## config.mk

```make
export PLATFORM = sky130hd
export DESIGN_NAME = tsn_packet_action_mport
export DESIGN_NICKNAME = d
export VERILOG_FILES = /design/src/rtl/tsn_pkt_action_pkg.sv /design/src/rtl/tsn_packet_action_mport_fifo.sv /design/src/rtl/tsn_packet_action_mport.sv
export SDC_FILE = /design/constraint.sdc
export NUM_CORES = 1
export LEC_CHECK = 0
export CAP_MARGIN = 30
export CELL_PAD_IN_SITES_DETAIL_PLACEMENT = 1
export CELL_PAD_IN_SITES_GLOBAL_PLACEMENT = 2
export CORE_ASPECT_RATIO = 1.1
export CORE_MARGIN = 2
export CORE_UTILIZATION = 40
export CTS_BUF_LIST = sky130_fd_sc_hd__clkbuf_16
export DETAILED_ROUTE_END_ITERATION = 6
export PLACE_DENSITY = 0.77
export SLEW_MARGIN = 25
export SYNTH_ARGS = -nofsm -noshare
export SYNTH_HDL_FRONTEND = slang
export SYNTH_SLANG_ARGS = --single-unit
```

## constraint.sdc

```tcl
create_clock -name i_clk -period 2.45 [get_ports i_clk]
set_input_delay 0.3675 -clock i_clk [delete_from_list [all_inputs] [get_ports i_clk]]
set_output_delay 0.3675 -clock i_clk [all_outputs]
set_load 0.01 [all_outputs]
```

## src/rtl/tsn_pkt_action_pkg.sv

```systemverilog
`default_nettype none
// +----------------------------------------------------------------------+
// | tsn_pkt_action_pkg : descriptor types, defaults and popcount helper  |
// | Revision: 1.0                                                        |
// +----------------------------------------------------------------------+
package tsn_pkt_action_pkg;

  localparam int DFLT_PORT_NUM   = 8;
  localparam int DFLT_BUFID_W    = 9;
  localparam int DFLT_TYPE_W     = 3;
  localparam int DFLT_SUBMIT_W   = 5;
  localparam int DFLT_INPORT_W   = 4;
  localparam int DFLT_FIFO_DEPTH = 4;

  // Bitmap position of the host destination for the default port count.
  localparam int HOST_BIT = DFLT_PORT_NUM;

  typedef struct packed {
    logic [DFLT_BUFID_W-1:0] bufid;
    logic [DFLT_TYPE_W-1:0]  ptype;
  } port_entry_t;

  typedef struct packed {
    logic [DFLT_BUFID_W-1:0]  bufid;
    logic [DFLT_TYPE_W-1:0]   ptype;
    logic [DFLT_SUBMIT_W-1:0] submit_addr;
    logic [DFLT_INPORT_W-1:0] inport;
  } host_entry_t;

  function automatic int unsigned popcount(input logic [63:0] v);
    int unsigned n;
    n = 0;
    for (int i = 0; i < 64; i++) begin
      n = n + {31'd0, v[i]};
    end
    return n;
  endfunction

endpackage
`default_nettype wire

```

## src/rtl/tsn_packet_action_mport_fifo.sv

```systemverilog
`default_nettype none
// +----------------------------------------------------------------------+
// | tpa_desc_fifo : synchronous descriptor FIFO with occupancy count     |
// | Revision: 1.0                                                        |
// +----------------------------------------------------------------------+
module tpa_desc_fifo #(
  parameter int WIDTH = 12,
  parameter int DEPTH = 4,
  parameter int CNT_W = $clog2(DEPTH + 1)
) (
  input  logic             i_clk,
  input  logic             i_rst,
  input  logic             i_push,
  input  logic [WIDTH-1:0] i_din,
  input  logic             i_pop,
  output logic [WIDTH-1:0] o_dout,
  output logic             o_full,
  output logic             o_empty,
  output logic [CNT_W-1:0] o_count
);

  localparam int c_PTR_W = (DEPTH > 1) ? $clog2(DEPTH) : 1;
  localparam logic [c_PTR_W-1:0] c_LAST = c_PTR_W'(DEPTH - 1);

  logic [WIDTH-1:0]   r_mem [DEPTH];
  logic [c_PTR_W-1:0] r_wr_ptr;
  logic [c_PTR_W-1:0] r_rd_ptr;
  logic [CNT_W-1:0]   r_count;
  logic               w_push_ok;
  logic               w_pop_ok;

  assign o_full    = (r_count == CNT_W'(DEPTH));
  assign o_empty   = (r_count == '0);
  assign o_count   = r_count;
  assign w_push_ok = i_push & ~o_full;
  assign w_pop_ok  = i_pop & ~o_empty;
  // Raw head; the consumer gates it to zero while empty.
  assign o_dout    = r_mem[r_rd_ptr];

  always_ff @(posedge i_clk) begin
    if (w_push_ok) begin
      r_mem[r_wr_ptr] <= i_din;
    end
  end

  always_ff @(posedge i_clk or posedge i_rst) begin
    if (i_rst) begin
      r_wr_ptr <= '0;
      r_rd_ptr <= '0;
      r_count  <= '0;
    end else begin
      if (w_push_ok) begin
        r_wr_ptr <= (r_wr_ptr == c_LAST) ? '0 : r_wr_ptr + 1'b1;
      end
      if (w_pop_ok) begin
        r_rd_ptr <= (r_rd_ptr == c_LAST) ? '0 : r_rd_ptr + 1'b1;
      end
      case ({w_push_ok, w_pop_ok})
        2'b10:   r_count <= r_count + 1'b1;
        2'b01:   r_count <= r_count - 1'b1;
        default: r_count <= r_count;
      endcase
    end
  end

endmodule
`default_nettype wire

```

## src/rtl/tsn_packet_action_mport.sv

```systemverilog
`default_nettype none
// +----------------------------------------------------------------------+
// | tsn_packet_action_mport : replicate descriptors into port/host FIFOs |
// | Optional stats counters: TSN_PKT_ACTION_STATS_EN.  Revision: 1.0     |
// +----------------------------------------------------------------------+
module tsn_packet_action_mport
  import tsn_pkt_action_pkg::*;
#(
  parameter int PORT_NUM   = DFLT_PORT_NUM,
  parameter int BUFID_W    = DFLT_BUFID_W,
  parameter int TYPE_W     = DFLT_TYPE_W,
  parameter int SUBMIT_W   = DFLT_SUBMIT_W,
  parameter int INPORT_W   = DFLT_INPORT_W,
  parameter int FIFO_DEPTH = DFLT_FIFO_DEPTH
) (
  input  logic                         i_clk,
  input  logic                         i_rst,
  input  logic [PORT_NUM:0]            iv_outport,
  input  logic                         i_outport_wr,
  input  logic [PORT_NUM:0]            iv_ram_rdata,
  input  logic [BUFID_W-1:0]           iv_pkt_bufid,
  input  logic [TYPE_W-1:0]            iv_pkt_type,
  input  logic [SUBMIT_W-1:0]          iv_submit_addr,
  input  logic [INPORT_W-1:0]          iv_inport,
  input  logic                         i_pkt_bufid_wr,
  output logic                         o_pkt_bufid_rdy,
  output logic [PORT_NUM*BUFID_W-1:0]  ov_pkt_bufid_port,
  output logic [PORT_NUM*TYPE_W-1:0]   ov_pkt_type_port,
  output logic [PORT_NUM-1:0]          ov_pkt_bufid_wr_port,
  input  logic [PORT_NUM-1:0]          iv_port_rdy,
  output logic [BUFID_W-1:0]           ov_pkt_bufid_host,
  output logic [TYPE_W-1:0]            ov_pkt_type_host,
  output logic [SUBMIT_W-1:0]          ov_submit_addr_host,
  output logic [INPORT_W-1:0]          ov_inport_host,
  output logic                         o_pkt_bufid_wr_host,
  input  logic                         i_host_rdy,
  output logic [BUFID_W-1:0]           ov_pkt_bufid,
  output logic                         o_pkt_bufid_wr,
  output logic [$clog2(PORT_NUM+2)-1:0] ov_pkt_bufid_cnt
`ifdef TSN_PKT_ACTION_STATS_EN
  ,
  output logic [PORT_NUM*32-1:0]       ov_port_fwd_cnt,
  output logic [31:0]                  ov_host_fwd_cnt,
  output logic [31:0]                  ov_stall_cnt
`endif
);

  localparam int c_CNT_W    = $clog2(PORT_NUM + 2);
  localparam int c_PE_W     = BUFID_W + TYPE_W;
  localparam int c_HE_W     = c_PE_W + SUBMIT_W + INPORT_W;
  localparam int c_OCC_W    = $clog2(FIFO_DEPTH + 1);
  localparam int c_HOST_BIT = PORT_NUM;
  localparam logic [PORT_NUM:0] c_HOST_ONLY = {1'b1, {PORT_NUM{1'b0}}};

  logic [PORT_NUM:0]  w_mask_raw;
  logic [PORT_NUM:0]  w_mask;
  logic [PORT_NUM:0]  w_push;
  logic [PORT_NUM:0]  w_pop;
  logic [PORT_NUM:0]  w_full;
  logic [PORT_NUM:0]  w_empty;
  logic [PORT_NUM:0]  w_valid;
  logic               w_accept;
  logic [63:0]        w_mask64;
  int unsigned        w_dests;
  logic               r_bufid_wr;
  logic [BUFID_W-1:0] r_bufid;
  logic [c_CNT_W-1:0] r_cnt;

  assign w_mask_raw      = i_outport_wr ? iv_outport : iv_ram_rdata;
  // An empty destination set would leak the buffer; send it to the host.
  assign w_mask          = (w_mask_raw == '0) ? c_HOST_ONLY : w_mask_raw;
  assign o_pkt_bufid_rdy = ~|w_full;
  assign w_accept        = i_pkt_bufid_wr & o_pkt_bufid_rdy;
  assign w_push          = {(PORT_NUM + 1){w_accept}} & w_mask;
  assign w_mask64        = 64'(w_mask);
  assign w_dests         = popcount(w_mask64);

  for (genvar k = 0; k <= PORT_NUM; k++) begin : g_fifo
    if (k == c_HOST_BIT) begin : g_host
      logic [c_HE_W-1:0]  w_din;
      logic [c_HE_W-1:0]  w_dout;
      logic [c_OCC_W-1:0] w_occ;
      assign w_din      = {iv_pkt_bufid, iv_pkt_type, iv_submit_addr, iv_inport};
      assign w_valid[k] = (w_occ != '0);
      assign w_pop[k]   = w_valid[k] & i_host_rdy;
      assign {ov_pkt_bufid_host, ov_pkt_type_host, ov_submit_addr_host, ov_inport_host} =
        w_empty[k] ? '0 : w_dout;
      tpa_desc_fifo #(.WIDTH(c_HE_W), .DEPTH(FIFO_DEPTH), .CNT_W(c_OCC_W)) u_fifo (
        .i_clk(i_clk), .i_rst(i_rst), .i_push(w_push[k]), .i_din(w_din),
        .i_pop(w_pop[k]), .o_dout(w_dout), .o_full(w_full[k]),
        .o_empty(w_empty[k]), .o_count(w_occ)
      );
    end else begin : g_port
      logic [c_PE_W-1:0]  w_din;
      logic [c_PE_W-1:0]  w_dout;
      logic [c_OCC_W-1:0] w_occ;
      assign w_din      = {iv_pkt_bufid, iv_pkt_type};
      assign w_valid[k] = (w_occ != '0);
      assign w_pop[k]   = w_valid[k] & iv_port_rdy[k];
      assign ov_pkt_bufid_wr_port[k] = w_valid[k];
      assign {ov_pkt_bufid_port[k*BUFID_W +: BUFID_W], ov_pkt_type_port[k*TYPE_W +: TYPE_W]} =
        w_empty[k] ? '0 : w_dout;
      tpa_desc_fifo #(.WIDTH(c_PE_W), .DEPTH(FIFO_DEPTH), .CNT_W(c_OCC_W)) u_fifo (
        .i_clk(i_clk), .i_rst(i_rst), .i_push(w_push[k]), .i_din(w_din),
        .i_pop(w_pop[k]), .o_dout(w_dout), .o_full(w_full[k]),
        .o_empty(w_empty[k]), .o_count(w_occ)
      );
    end
  end

  assign o_pkt_bufid_wr_host = w_valid[c_HOST_BIT];

  always_ff @(posedge i_clk or posedge i_rst) begin
    if (i_rst) begin
      r_bufid_wr <= 1'b0;
      r_bufid    <= '0;
      r_cnt      <= '0;
    end else begin
      r_bufid_wr <= w_accept;
      if (w_accept) begin
        r_bufid <= iv_pkt_bufid;
        r_cnt   <= c_CNT_W'(w_dests);
      end
    end
  end

  assign o_pkt_bufid_wr   = r_bufid_wr;
  assign ov_pkt_bufid     = r_bufid;
  assign ov_pkt_bufid_cnt = r_cnt;

`ifdef TSN_PKT_ACTION_STATS_EN
  logic [31:0] r_stall_cnt;

  for (genvar k = 0; k <= PORT_NUM; k++) begin : g_stats
    logic [31:0] r_fwd_cnt;
    always_ff @(posedge i_clk or posedge i_rst) begin
      if (i_rst) begin
        r_fwd_cnt <= '0;
      end else if (w_pop[k] && (r_fwd_cnt != '1)) begin
        r_fwd_cnt <= r_fwd_cnt + 1'b1;
      end
    end
    if (k == c_HOST_BIT) begin : g_host_cnt
      assign ov_host_fwd_cnt = r_fwd_cnt;
    end else begin : g_port_cnt
      assign ov_port_fwd_cnt[k*32 +: 32] = r_fwd_cnt;
    end
  end

  always_ff @(posedge i_clk or posedge i_rst) begin
    if (i_rst) begin
      r_stall_cnt <= '0;
    end else if (i_pkt_bufid_wr && !o_pkt_bufid_rdy && (r_stall_cnt != '1)) begin
      r_stall_cnt <= r_stall_cnt + 1'b1;
    end
  end

  assign ov_stall_cnt = r_stall_cnt;
`endif

endmodule
`default_nettype wire
```

# == Word level (Yosys, flattened, before mapping) ==
# Memory sizes are Yosys's and may differ from the RTL's.
# Cells that the tools add are included.
# W data, S select, Z words.
# totals
regBits,77
latch_bits,0
mem_bits_rw,468
rom_bits,0
output_inout_bits,141
word_cells,261
memories,9
# memory_table
memory,depth,width,rd,rd_clocked_by_memory_dff,wr,line,text
g_fifo[8].g_host.u_fifo.r_mem,4,21,1,0,1,tsn_packet_action_mport_fifo.sv:25,logic [WIDTH-1:0] r_mem [DEPTH];
g_fifo[0].g_port.u_fifo.r_mem,4,12,1,0,1,tsn_packet_action_mport_fifo.sv:25,
g_fifo[1].g_port.u_fifo.r_mem,4,12,1,0,1,tsn_packet_action_mport_fifo.sv:25,
g_fifo[2].g_port.u_fifo.r_mem,4,12,1,0,1,tsn_packet_action_mport_fifo.sv:25,
g_fifo[3].g_port.u_fifo.r_mem,4,12,1,0,1,tsn_packet_action_mport_fifo.sv:25,
g_fifo[4].g_port.u_fifo.r_mem,4,12,1,0,1,tsn_packet_action_mport_fifo.sv:25,
3 more memories,-,-,-,-,-,-,
# op_classes
addsub,44
multipliers,0
div_mod_pow,0
n_lt_le_gt_ge,0
eq_ne,45
n_shift,0
muxes,56
n_bitwise,47
n_reduce_logical,30
# ops
op,count
$mux W12,8
$eq A2 B2 Y1 const B,27
$pmux W3 S2,9
$add A2 B1 Y2 const B,18
$mux W2,18
$and A1 B1 Y1,28
$add A3 B1 Y3 const B,9
$eq A3 B3 Y1 const B,9
$logic_not A3 Y1,9
$reduce_bool A3 Y1,9
$sub A3 B1 Y3 const B,9
$mux W21,1
$add A4 B1 Y4,5
$eq A2 B1 Y1 const B,9
$mux W1,18
$mux W9,2
$not A1 Y1,18
$reduce_bool A2 Y1,9
$and A9 B9 Y9,1
$logic_not A9 Y1,1
$reduce_or A9 Y1,1
$add A3 B1 Y4,1
$add A2 B1 Y3,1
$add A1 B1 Y2,1
$logic_not A1 Y1,1

# == Depth between registers and ports, before layout ==
# Gate-level depths: netlist (run 1).
# logic_depth
ltp_word,11
mapped_depth,13
ltp_nobuf,12

# == By module ==
# Synthesis (run 1) repeated with hierarchy kept, for this count alone.
# unflattened
hier_cells,1214
area_unflattened_um2,23333.6
# by_module_without_submodules
mod,n_inst,cells_each,area_per_inst_um2,seq_area_each_um2
tpa_desc_fifo (g_fifo[0].g_port.u_fifo ...),8,104,2244.7,1616.6
tpa_desc_fifo (g_fifo[8].g_host.u_fifo),1,151,3518.4,2697.6
tsn_packet_action_mport,1,231,1858.0,350.3

# == Least setup slack after synthesis (run 1) ==
# OpenSTA, ideal clock, no wires.
# synth_path
path_kind,in2reg
startpoint,input i_outport_wr
endpoint,"register r_cnt[2], in the netlist ov_pkt_bufid_cnt[2]"
arrival_ps,3664
slack_ps,-1341
cell_stages,12
path_buffers,1
path_cell_list,buf_2 -> mux2i_1 -> inv_1 -> fa_1 -> inv_1 -> fa_1 -> fa_1 -> inv_1 -> fa_1 -> fa_1 -> xnor2_1 -> o21ai_0
# synth_via
elab_chain_len,11
# synth_rtl
item,line,text
from (decl),tsn_packet_action_mport.sv:19,"input logic i_outport_wr,"
$mux W9 *,tsn_packet_action_mport.sv:69,assign w_mask_raw = i_outport_wr ? iv_outport : iv_ram_rdata;
$logic_not A9 Y1,tsn_packet_action_mport.sv:71,assign w_mask = (w_mask_raw == '0) ? c_HOST_ONLY : w_mask_raw;
$mux W9 *,tsn_packet_action_mport.sv:71,
$add A1 B1 Y2,tsn_pkt_action_pkg.sv:34,"n = n + {31'd0, v[i]};"
$add A2 B1 Y3,tsn_pkt_action_pkg.sv:34,
$add A3 B1 Y4,tsn_pkt_action_pkg.sv:34,
$add A4 B1 Y4 (4 in series),tsn_pkt_action_pkg.sv:34,
$add A4 B1 Y4 *,tsn_pkt_action_pkg.sv:34,
to (signal assigned),tsn_packet_action_mport.sv:122,r_cnt <= c_CNT_W'(w_dests);
to (decl),tsn_packet_action_mport.sv:67,logic [c_CNT_W-1:0] r_cnt;
# Mark *: on every way between the ends. The rest lies on a longest branch, timed or not.
# A chain may end at the register's enable or synchronous reset.

# == Worst setup path in the final report (run 1) ==
# Ends and elaborated chain as after synthesis.

==> summary.md, run 1 <==
| Metric | Value |
|---|---|
| Final setup skew | approximately 0.033 ns |
| Final std cells w/o fill | 2489 |
| Worst VDD drop | 607.8 uV |
| Area growth from synthesis to layout | 37.36% |
| Post-DRT Antenna Nets | 0 |
| Met3 usage | under 10% |
| Post-DP HPWL | around 34000 um |
| DRC violations left | 0 |
| GRT overflow | 0 |
| Largest net degree at the start of global routing | 38 |
| Io pins | 193 |
| Root Buffer | clkbuf_16 |
| Final setup fails | 194 |
| Core Box Area | 55790 um2 |
| Worst Setup Start Kind | primary input |
| Post-synth EDFFs | 468 |
| Post-layout util | 55.32% |
| Max Cap Violations | 0 |
| WP data arrival | around 3.5 ns |
| Run status | complete, but fails checks |
| Most common cell in the netlist | edfxtp_1 |
| Met1 Usage GRT | approximately 26% |
| Fin Hold WS | around 0.15 ns |
| Initial antenna violation count | 6 |
| Setup crit end kind | register |
| Power share of the combinational group | 45.8% |
| Sink Count | approximately 550 |
| Post-synth ARST share | between 10% and 20% |
| Vias per inst | between 5 and 6 |
| Largest cells by area after synthesis | edfxtp_1 (63%), mux4_2 (12%), dfrtp_1 (8.6%) |
| Initial core utilization | about two fifths |
| Post-Syn Instances | about 1200 |
| Vias in the first global route | between 10000 and 15000 |
| Global-route wire length before repair | approximately 86000 um |
| Flops & latches, synth | roughly 550 |
| Mean Syn Cell Area | roughly 19 um2 |
| Worst-case clock buffer depth | 3 |
| Placed cells | approximately 2200 |
| P_leak | between 10 and 15 nW |
| WP data required | 2.92 ns |
| Worst-Skew Late Latency | slightly above 0.6 ns |
| GRT Util Overall | 20.02% |
| Crit-path max FO | 3 |
| M2 GR Usage | 35.17% |
| CTS tree | done |
| Unrepaired setup endpoints after global routing | yes |
| Starting DRC count in detailed routing | 856 |
| Cell taking the most area after synthesis | edfxtp_1 |
| Fmax | ~330 MHz |
| Routed WL | roughly 59000 um |
| NetSw | ~12 mW |
| Setup TNS | -10.59 ns |
| Total die area | between 50000 and 60000 um2 |
| Die Ht | 252.6 um |
| Pint | approximately 27 mW |
| Nets | roughly 1800 |
| Chip Width | about 230 um |
| Synth top area share | between 60 and 70% |
| Placer's final routability congestion estimate | around 0.77 |
| Total power | roughly 38 mW |
| Violated checks | negative setup slack |
| WL per Instance | around 24 um |
| Worst-path clk slew | 0.06 ns |
| Clock Power Share | 21.3% |
| PD cells | ~1200 nW/um2 |
| Share of layout cells above drive strength 1 | a little under half |
| Post-route minimum period | 3.003 ns |
| Syn nets | 1330 |
| Hold Crit Class | primary input to asynchronous set/reset pin |
| Rows | between 90 and 100 |
| Slew headroom | between 30% and 40% |
| Synthesized cell area | between 20000 and 25000 um2 |
| Share of power burned in registers | about 33% |
| Initial DRT Pass Iterations | 5 |
| Final Hold Fails | 0 |
| Post-synthesis sequential area ratio | just over 70% |
| Sw Share | between 30% and 40% |
| Synth warn | 0 |
| H-tree levels | 2 |
| Port Buffers | approximately 190 |
| Setup WS post-layout | -0.5531 ns |
| GR peak layer | met2 |
| Final worst-path cycle share | 122.6% |
| CP Class | primary input to register |
| Ys flop type | edfxtp_1 |
| Clock buffers created by TritonCTS | between 50 and 60 |
| Commonest cells post-synth | edfxtp_1 (468), and2_1 (144), mux4_2 (117) |
| Distinct cell type count after synthesis | 37 |
| Worst-margin pin slew | 0.9630 ns |
| Final Max Tran Viols | 0 |
| Vias post-DR | between 10000 and 15000 |
per-layer routing:
layer | up-vias | wire [um]
met5 | - | 33
met2 | 313 | 31310
li1 | 5559 | -
met3 | 110 | 2733
met4 | 6 | 1827
met1 | 6649 | 23590
cell usage in the layout (no fill, tap or decap), drive strengths merged, types with 3 or more instances in the layout:
cell type	count
inv	88
xor2	18
xnor2	10
nor3b	7
mux2	24
and2	144
nor4	4
buf	396
clkinv	17
nor2	24
clkdlybuf4s50	41
a21o	10
dlygate4sd2	9
and3	13
edfxtp	468
dfrtp	77
mux2i	14
dlymetal6s2s	11
fa	14
or3	10
nand3	9
clkinvlp	3
bufinv	6
clkdlybuf4s15	3
o21ai	7
nand2	45
mux4	117
clkbuf	79
nor3	12
ha	57
cell type report:
class                      count  area, um2
timing repair buffer         484       5314
clock inverter                42      355.3
clock buffer                  55       1376
sequential                   545      16000
multi-input combinational    546       6604
fill                        5111      24930
inverter                      72      285.3
antenna                        1      2.502
tap                          744      930.9
power groups by stage:
stage,Clock [mW],Sequential (mW),Combinational [mW]
after floorplan,0,12.3,7.34
after global placement,0,12.6,13.3
after detailed placement,0,12.7,13.6
after CTS,8.28,12.6,16.2
after global routing,8.65,12.8,18.9
final,8.16,12.6,17.5
through the flow:
| stage | worst slack, ns | instance area (um2) |
|---|---|---|
| floorplan | -0.9692 | 22560 |
| global placement | -1.714 | 26720 |
| detailed placement | -1.818 | 26720 |
| CTS | -0.7478 | 29950 |
| global route | -0.6588 | 30860 |
| finish | -0.5531 | 30860 |
critical path: stages:
cell and delay, ns:
buf_12 0.11, mux2i_4 0.37, inv_2 0.07, fa_1 0.52, inv_2 0.04, fa_1 0.47, fa_1 0.53, inv_2 0.04
fa_2 0.34, fa_2 0.36, xnor2_2 0.16, o21ai_1 0.08
repair_timing:
item                       in CTS  in global routing
pin swaps                      89                 80
hold buffers                    0                  0
setup endpoints to repair     474                613
buffers inserted              119                 56
resized for setup             723                198
cloned                          6                 11
worst paths after layout:
kind                                                                     start                                              end  slack, ns  cells after the start
worst max register to register  g_fifo[3].g_port.u_fifo.o_count[2]$_DFFE_PP0P_   g_fifo[0].g_port.u_fifo.o_count[2]$_DFFE_PP0P_      -0.28                     13
worst min register to register                 ov_pkt_bufid_cnt[1]$_DFFE_PP0N_                  ov_pkt_bufid_cnt[1]$_DFFE_PP0N_       0.47                      2
min in group i_clk                                             iv_pkt_bufid[3]                      ov_pkt_bufid[3]$_DFFE_PP0N_       0.28                      3
worst max-delay path                                              i_outport_wr                  ov_pkt_bufid_cnt[2]$_DFFE_PP0N_      -0.55                     12
max in group asynchronous                                                i_rst  g_fifo[3].g_port.u_fifo.r_rd_ptr[1]$_DFFE_PP0P_       1.66                      3
worst min-delay path                                                     i_rst  g_fifo[1].g_port.u_fifo.r_rd_ptr[1]$_DFFE_PP0P_       0.15                      2
cells by family (layout without fill, tap and decap cells):
family,count (synthesis),in the layout,synth area share [%]
other,0,1,0
muxes,155,155,13.55
AOI/OAI and AO/OA,23,23,0.8130
and+or+nand+nor,268,269,6.938
DFF,545,545,71.12
buffers and inverters,117,653,2.060
xor gates and xnor gates,28,28,1.091
adders and majority gates,71,71,4.421
sequential cells by signal, summed over array words and instances, names as in the netlist:
register and count:
g_fifo.g_host.u_fifo.o_count 3, g_fifo.g_host.u_fifo.r_mem 84, g_fifo.g_host.u_fifo.r_rd_ptr 2, g_fifo.g_host.u_fifo.r_wr_ptr 2
g_fifo.g_port.u_fifo.o_count 24, g_fifo.g_port.u_fifo.r_mem 384, g_fifo.g_port.u_fifo.r_rd_ptr 16, g_fifo.g_port.u_fifo.r_wr_ptr 16
o_pkt_bufid_wr 1, ov_pkt_bufid 9, ov_pkt_bufid_cnt 4
No activity file was read; power rests on OpenSTA's default activity.
==> run 2: changes to the inputs <==
- RECOVER_POWER: not set -> 50
- TNS_END_PERCENT: not set -> 10
==> summary.md, run 2 (same netlist as run 1, synthesis figures left out) <==
| Metric | Value |
|---|---|
| CP Class | primary input to register |
| Share of layout cells above drive strength 1 | 45.06% (-2.3 points) |
| Clock buffers created by TritonCTS | 54 (+1.9%) |
| M2 GR Usage | 32.72% (-2.5 points) |
| Critical R2R Launch | g_fifo[6].g_port.u_fifo.o_count[2]$_DFFE_PP0P_ |
| P_leak | 11.19 nW (-4.9%) |
| Area growth from synthesis to layout | 32.65% |
| Sink Count | 545 (unchanged) |
| Worst-margin pin slew | 2.300 ns (+1.337 ns) |
| Worst Setup Start Kind | primary input |
| Final std cells w/o fill | 2426 (-2.5%) |
| Vias in the first global route | 13194 (-2.7%) |
| Fin Hold WS | 0.3740 ns (+0.2286 ns) |
| WP data arrival | 3.54 ns (+0.06 ns) |
| Total die area | 58090 um2 (unchanged) |
| Pre-CTS setup slack | -1.758 ns (+0.06019 ns) |
| Rows | 91 (unchanged) |
| Run status | complete, but fails checks |
| Initial core utilization | 40.27% (unchanged) |
| WP data required | 2.93 ns (about the same) |
| H-tree levels | 2 (unchanged) |
| Initial antenna violation count | 3 (-3) |
| Final worst-path cycle share | 124.7% (+2.1 points) |
| Fmax | 327.4 MHz (-1.7%) |
| Root Buffer | clkbuf_16 |
| Post-layout util | 53.42% (-1.9 points) |
| Worst-path clk slew | 0.06 ns (about the same) |
| Reg2Reg Setup Slack | -0.23 ns (+0.05 ns) |
| Routed WL | 55590 um (-6.6%) |
| Final setup fails | 181 (-6.7%) |
| Io pins | 193 (unchanged) |
| PD cells | 1232 nW/um2 (-0.70%) |
| Largest Register | g_fifo.g_port.u_fifo.r_mem |
| Worst-Skew Late Latency | 0.61 ns (about the same) |
| Largest net degree at the start of global routing | 45 (+18%) |
| Max Cap Violations | 12 (+12) |
| Global-route wire length before repair | 82250 um (-4.7%) |
| Setup crit end kind | register |
| Die Ht | 252.6 um (unchanged) |
| DRC violations left | 0 (unchanged) |
| Final setup skew | 0.02443 ns (-0.008168 ns) |
| Crit-path max FO | 4 (+1) |
| Placer's final routability congestion estimate | 0.7342 (-5.1%) |
| Post-DP HPWL | 33310 um (-3.0%) |
| CTS tree | done |
| FF-to-FF path depth | 12 (-1) |
| Core Box Area | 55790 um2 (unchanged) |
| Largest register FFs | 384 (unchanged) |
| GRT overflow | 0 (unchanged) |
| Post-DRT Antenna Nets | 0 (unchanged) |
| Port Buffers | 192 (unchanged) |
| GRT Util Overall | 19.06% (-0.96 points) |
| Post-route minimum period | 3.054 ns (+0.05112 ns) |
| Highest-count cells in the layout ignoring fill and taps | edfxtp_1 (468), mux4_2 (117), buf_4 (117) |
| Total power | 36.73 mW (-4.1%) |
| Worst-case clock buffer depth | 3 (unchanged) |
| Met1 Usage GRT | 24.88% (-0.69 points) |
| Initial DRT Pass Iterations | 4 (-1) |
| Worst VDD drop | 525.8 uV (-13%) |
| Slew headroom | -53.31% (-89 points) |
| Hold Crit Class | primary input to asynchronous set/reset pin |
| Final Max Tran Viols | 453 (+453) |
| Met3 usage | 3.396% (+0.10 points) |
| WL per Instance | 22.92 um (-4.1%) |
| Unrepaired setup endpoints after global routing | yes |
| Placed cells | 2236 (-0.18%) |
| Chip Width | 230.0 um (unchanged) |
| Violated checks | max-capacitance violations, max-slew violations, negative setup slack |
| GR peak layer | met2 |
| Final Hold Fails | 0 (unchanged) |
| Nets | 1760 (-3.6%) |
| Setup WS post-layout | -0.6042 ns (-0.05112 ns) |
| Vias per inst | 5.049 (-0.55%) |
| Vias post-DR | 12250 (-3.1%) |
| Most common cell after layout, fill and taps aside | edfxtp_1 |
| Starting DRC count in detailed routing | 693 (-19%) |
| Crit Reg-Reg Endpoint | g_fifo[0].g_port.u_fifo.o_count[2]$_DFFE_PP0P_ |
-- run 2: changes by cell type in the layout (fill, tap and decap cells not counted), moves of 8 or more --
| cell | before | now |
|---|---|---|
| buf_6 | 162 | 100 |
| clkbuf_1 | 0 | 13 |
| buf_8 | 19 | 8 |
| buf_12 | 53 | 43 |
| dlygate4sd3_1 | 0 | 10 |
| clkdlybuf4s50_1 | 41 | 32 |
| clkbuf_16 | 66 | 58 |
-- run 2: per-layer routing --
layer	share of wire, %	vias up
met3	4.4	84
met2	52	260
met5	0.049	-
li1	-	5435
met4	2.5	4
met1	41	6467
-- run 2: worst max-delay path by stage --
stage | slack [ns] | endpoint | start
2_1_floorplan | -0.97 | ov_pkt_bufid_cnt[2]$_DFFE_PP0N_ | i_outport_wr
3_3_place_gp | -1.70 | ov_pkt_bufid_cnt[2]$_DFFE_PP0N_ | i_outport_wr
3_5_place_dp | -1.76 | ov_pkt_bufid_cnt[2]$_DFFE_PP0N_ | i_outport_wr
4_1_cts | -0.69 | ov_pkt_bufid_cnt[1]$_DFFE_PP0N_ | i_outport_wr
5_1_grt | -0.69 | ov_pkt_bufid_cnt[2]$_DFFE_PP0N_ | i_outport_wr
6_report | -0.60 | ov_pkt_bufid_cnt[2]$_DFFE_PP0N_ | i_outport_wr
-- run 2: area by class of cell --
cell class / instances / area [um2]
inverter: 72 / 276.5
clock buffer: 54 / 1351
multi-input combinational: 546 / 6620
antenna: 2 / 5.005
fill: 5139 / 25980
clock inverter: 45 / 372.9
sequential: 545 / 16000
tap: 744 / 930.9
timing repair buffer: 418 / 4250
-- run 2: critical path: stages --
cell and delay (ns):
buf_12 0.13, buf_6 0.12, mux2_4 0.31, fa_1 0.56
inv_2 0.04, fa_1 0.48, fa_1 0.54, inv_2 0.04
fa_2 0.34, fa_2 0.38, xnor2_2 0.15, o21ai_1 0.07
-- run 2: timing repair --
action / 4_1_cts / 5_1_grt
pin swaps: 73 / 71
resized for setup: 631 / 197
setup buffers: 46 / 49
setup endpoints to repair: 507 / 512
hold buffers: 0 / 0
cloned: 11 / 2
-- run 2: power by group --
group	leakage, nW	total (mW)	internal [mW]	switching [mW]
clock network	0.883	8.11	4.63	3.48
registers	5.13	12.6	11.5	1.12
logic	5.18	16.0	9.29	6.68
total	11.2	36.7	25.5	11.3
-- run 2: stage by stage --
step | TNS [ns] | cell area, um2
floorplan | -7.106 | 22530
global route | -38.47 | 29800
finish | -10.19 | 29810
detailed placement | -129.28 | 26680
CTS | -14.68 | 29100
global placement | -121.87 | 26680
==> run 3: changes to the inputs <==
- CAP_MARGIN: 30 -> not set
- PLACE_DENSITY: 0.77 -> not set
- PLACE_DENSITY_LB_ADDON: not set -> 0.1
==> summary.md, run 3 (same netlist as run 1, synthesis figures left out) <==
| Metric | Value |
|---|---|
| Core Box Area | 55790 um2 (unchanged) |
| Max Cap Violations | 8 (-4) |
| Final Hold Fails | 0 (unchanged) |
| Setup crit end kind | register |
| M2 GR Usage | 31.55% (-1.2 points) |
| Starting DRC count in detailed routing | 635 (-8.4%) |
| WL per Instance | 22.13 um (-3.4%) |
| Chip Width | 230.0 um (unchanged) |
| Final std cells w/o fill | 2399 (-1.1%) |
| GRT Util Overall | 18.58% (-0.49 points) |
| Post-DRT Antenna Nets | 0 (unchanged) |
| Largest net degree at the start of global routing | 40 (-11%) |
| CTS tree | done |
| Worst-case clock buffer depth | 3 (unchanged) |
| Final worst-path cycle share | 123.0% (-1.6 points) |
| Critical path buffer and inverter count | 5 (+1) |
| WP data arrival | 3.50 ns (-0.04 ns) |
| Die Ht | 252.6 um (unchanged) |
| Io pins | 193 (unchanged) |
| Initial DRT Pass Iterations | 5 (+1) |
| Unrepaired setup endpoints after global routing | yes |
| Vias in the first global route | 13077 (-0.89%) |
| Hold Crit Class | primary input to register |
| CTS Hold Buffers Added | 0 (unchanged) |
| Final Max Tran Viols | 304 (-33%) |
| Largest register FFs | 384 (unchanged) |
| Setup TNS | -2.722 ns (+7.467 ns) |
| Worst-path clk slew | 0.06 ns (about the same) |
| Largest Register | g_fifo.g_port.u_fifo.r_mem |
| Area growth from synthesis to layout | 30.42% |
| Critical path, cell by cell | buf_12 -> mux2i_4 -> buf_12 -> inv_4 -> fa_1 -> inv_1 -> fa_1 -> fa_1 -> inv_2 -> fa_2 -> fa_2 -> xnor2_2 -> o21ai_1 |
| Placer's final routability congestion estimate | 0.7377 (+0.48%) |
| WP data required | 2.94 ns (about the same) |
| Worst Setup Start Kind | primary input |
| Root Buffer | clkbuf_16 |
| Fin Hold WS | 0.4630 ns (+0.08900 ns) |
| Met1 Usage GRT | 24.80% (-0.079 points) |
| Sink Count | 545 (unchanged) |
| Final setup skew | 0.01414 ns (-0.01029 ns) |
| Port Buffers | 192 (unchanged) |
| DRC violations left | 0 (unchanged) |
| Setup WS post-layout | -0.5644 ns (+0.03987 ns) |
| FF-to-FF path depth | 12 (unchanged) |
| Post-route minimum period | 3.014 ns (-0.03987 ns) |
| Crit-path max FO | 3 (-1) |
| Fmax | 331.7 MHz (+1.3%) |
| Share of layout cells above drive strength 1 | 40.63% (-4.4 points) |
| PD cells | 1202 nW/um2 (-2.4%) |
| Vias per inst | 4.961 (-1.8%) |
| Most frequent CP cell | fa_1 |
| Worst VDD drop | 565.5 uV (+7.6%) |
| Met3 usage | 3.452% (+0.056 points) |
| GR peak layer | met2 |
| Total die area | 58090 um2 (unchanged) |
| Highest-count cells in the layout ignoring fill and taps | edfxtp_1 (468), mux4_2 (117), buf_4 (97) |
| Critical path depth in cells | 13 (+1) |
| Global-route wire length before repair | 80600 um (-2.0%) |
| Total power | 35.23 mW (-4.1%) |
| P_leak | 10.99 nW (-1.8%) |
| Violated checks | max-capacitance violations, max-slew violations, negative setup slack |
| Run status | complete, but fails checks |
| Post-DP HPWL | 32950 um (-1.1%) |
| Crit path max-delay family | adder cells |
| Slew headroom | -44.25% (+9.1 points) |
| Vias post-DR | 11901 (-2.8%) |
| Hold path cells | 3 |
| H-tree levels | 2 (unchanged) |
| Routed WL | 53100 um (-4.5%) |
| CP max stage delay | 0.54 ns (-0.02 ns) |
| Final setup fails | 40 (-78%) |
| Placed cells | 2246 (+0.45%) |
| Reg2Reg Setup Slack | -0.09 ns (+0.14 ns) |
| Clock buffers created by TritonCTS | 55 (+1.9%) |
| Slowest stage cell, crit path | fa_1 |
| Most common cell after layout, fill and taps aside | edfxtp_1 |
| Nets | 1730 (-1.7%) |
| Initial core utilization | 40.27% (unchanged) |
| Rows | 91 (unchanged) |
| Initial antenna violation count | 3 (unchanged) |
| Worst-Skew Late Latency | 0.60 ns (about the same) |
| Worst-margin pin slew | 2.164 ns (-0.1359 ns) |
| GRT overflow | 0 (unchanged) |
| CP Class | primary input to register |
-- run 3: cell types whose count changed in the layout (fill, tap and decap cells not counted), moves of 14 or more --
cell / delta
and2_1: +28
and2_4: -28
buf_2: +14
buf_4: -20
buf_6: -33
-- run 3: path summary, 6_finish.rpt --
check | end | startpoint
setup / recovery | ov_pkt_bufid_cnt[2]$_DFFE_PP0N_ | i_outport_wr
setup reg to reg | g_fifo[0].g_port.u_fifo.o_count[2]$_DFFE_PP0P_ | g_fifo[3].g_port.u_fifo.o_count[2]$_DFFE_PP0P_
hold / removal | g_fifo[6].g_port.u_fifo.r_rd_ptr[0]$_DFFE_PP0P_ | iv_port_rdy[6]
hold reg to reg | ov_pkt_bufid_cnt[0]$_DFFE_PP0N_ | ov_pkt_bufid_cnt[0]$_DFFE_PP0N_
min in group asynchronous | g_fifo[1].g_port.u_fifo.r_rd_ptr[0]$_DFFE_PP0P_ | i_rst
max in group asynchronous | g_fifo[7].g_port.u_fifo.r_rd_ptr[0]$_DFFE_PP0P_ | i_rst
-- run 3: cell type report --
cell class	instances	area, um2
Antenna cell	1	2.502
Multi-Input combinational cell	545	6476
Sequential cell	545	16000
Clock inverter	49	364.1
Timing Repair Buffer	388	3875
Fill cell	5184	26490
Tap cell	744	930.9
Clock buffer	55	1376
Inverter	72	281.5
-- run 3: power breakdown --
group | switching (mW) | internal [mW]
sequential | 1.10 | 11.5
combinational | 6.26 | 8.25
clock | 3.48 | 4.61
total | 10.8 | 24.4
-- run 3: timing repair --
| item | CTS | global route |
|---|---|---|
| pin swaps | 39 | 49 |
| gates cloned | 4 | 0 |
| setup endpoints to repair | 376 | 325 |
| gates resized for setup | 568 | 145 |
| setup buffers | 26 | 27 |
| endpoints found under the hold margin | 0 | 0 |
-- run 3: per-stage QoR --
| step | utilization, % | instance area (um2) | worst slack [ns] |
|---|---|---|---|
| 2_1_floorplan | - | 22530 | -0.9692 |
| 3_3_place_gp | 48.08 | 26820 | -1.806 |
| 3_5_place_dp | 48.08 | 26820 | -1.863 |
| 4_1_cts | 51.73 | 28860 | -0.5426 |
| 5_1_grt | 52.52 | 29300 | -0.6373 |
| 6_report | 52.52 | 29300 | -0.5644 |
-- run 3: worst register-to-register path: stages (launching register included) --
cell and delay, ns:
dfrtp_1 0.37, nor3b_4 0.17, a2111oi_4 0.41, nand4_4 0.20
buf_4 0.19, nor4_4 0.23, inv_1 0.08, ha_1 0.20
inv_1 0.07, fa_1 0.18, xor2_1 0.14, nor2_1 0.06
xor2_1 0.14
-- run 3: per-layer routing --
layer / routed length (um) / share of wire [%] / up-vias
met5: 10 / 0.019 / -
met4: 925 / 1.7 / 2
met3: 2297 / 4.3 / 65
met2: 27000 / 51 / 216
met1: 22870 / 43 / 6241
li1: - / - / 5377
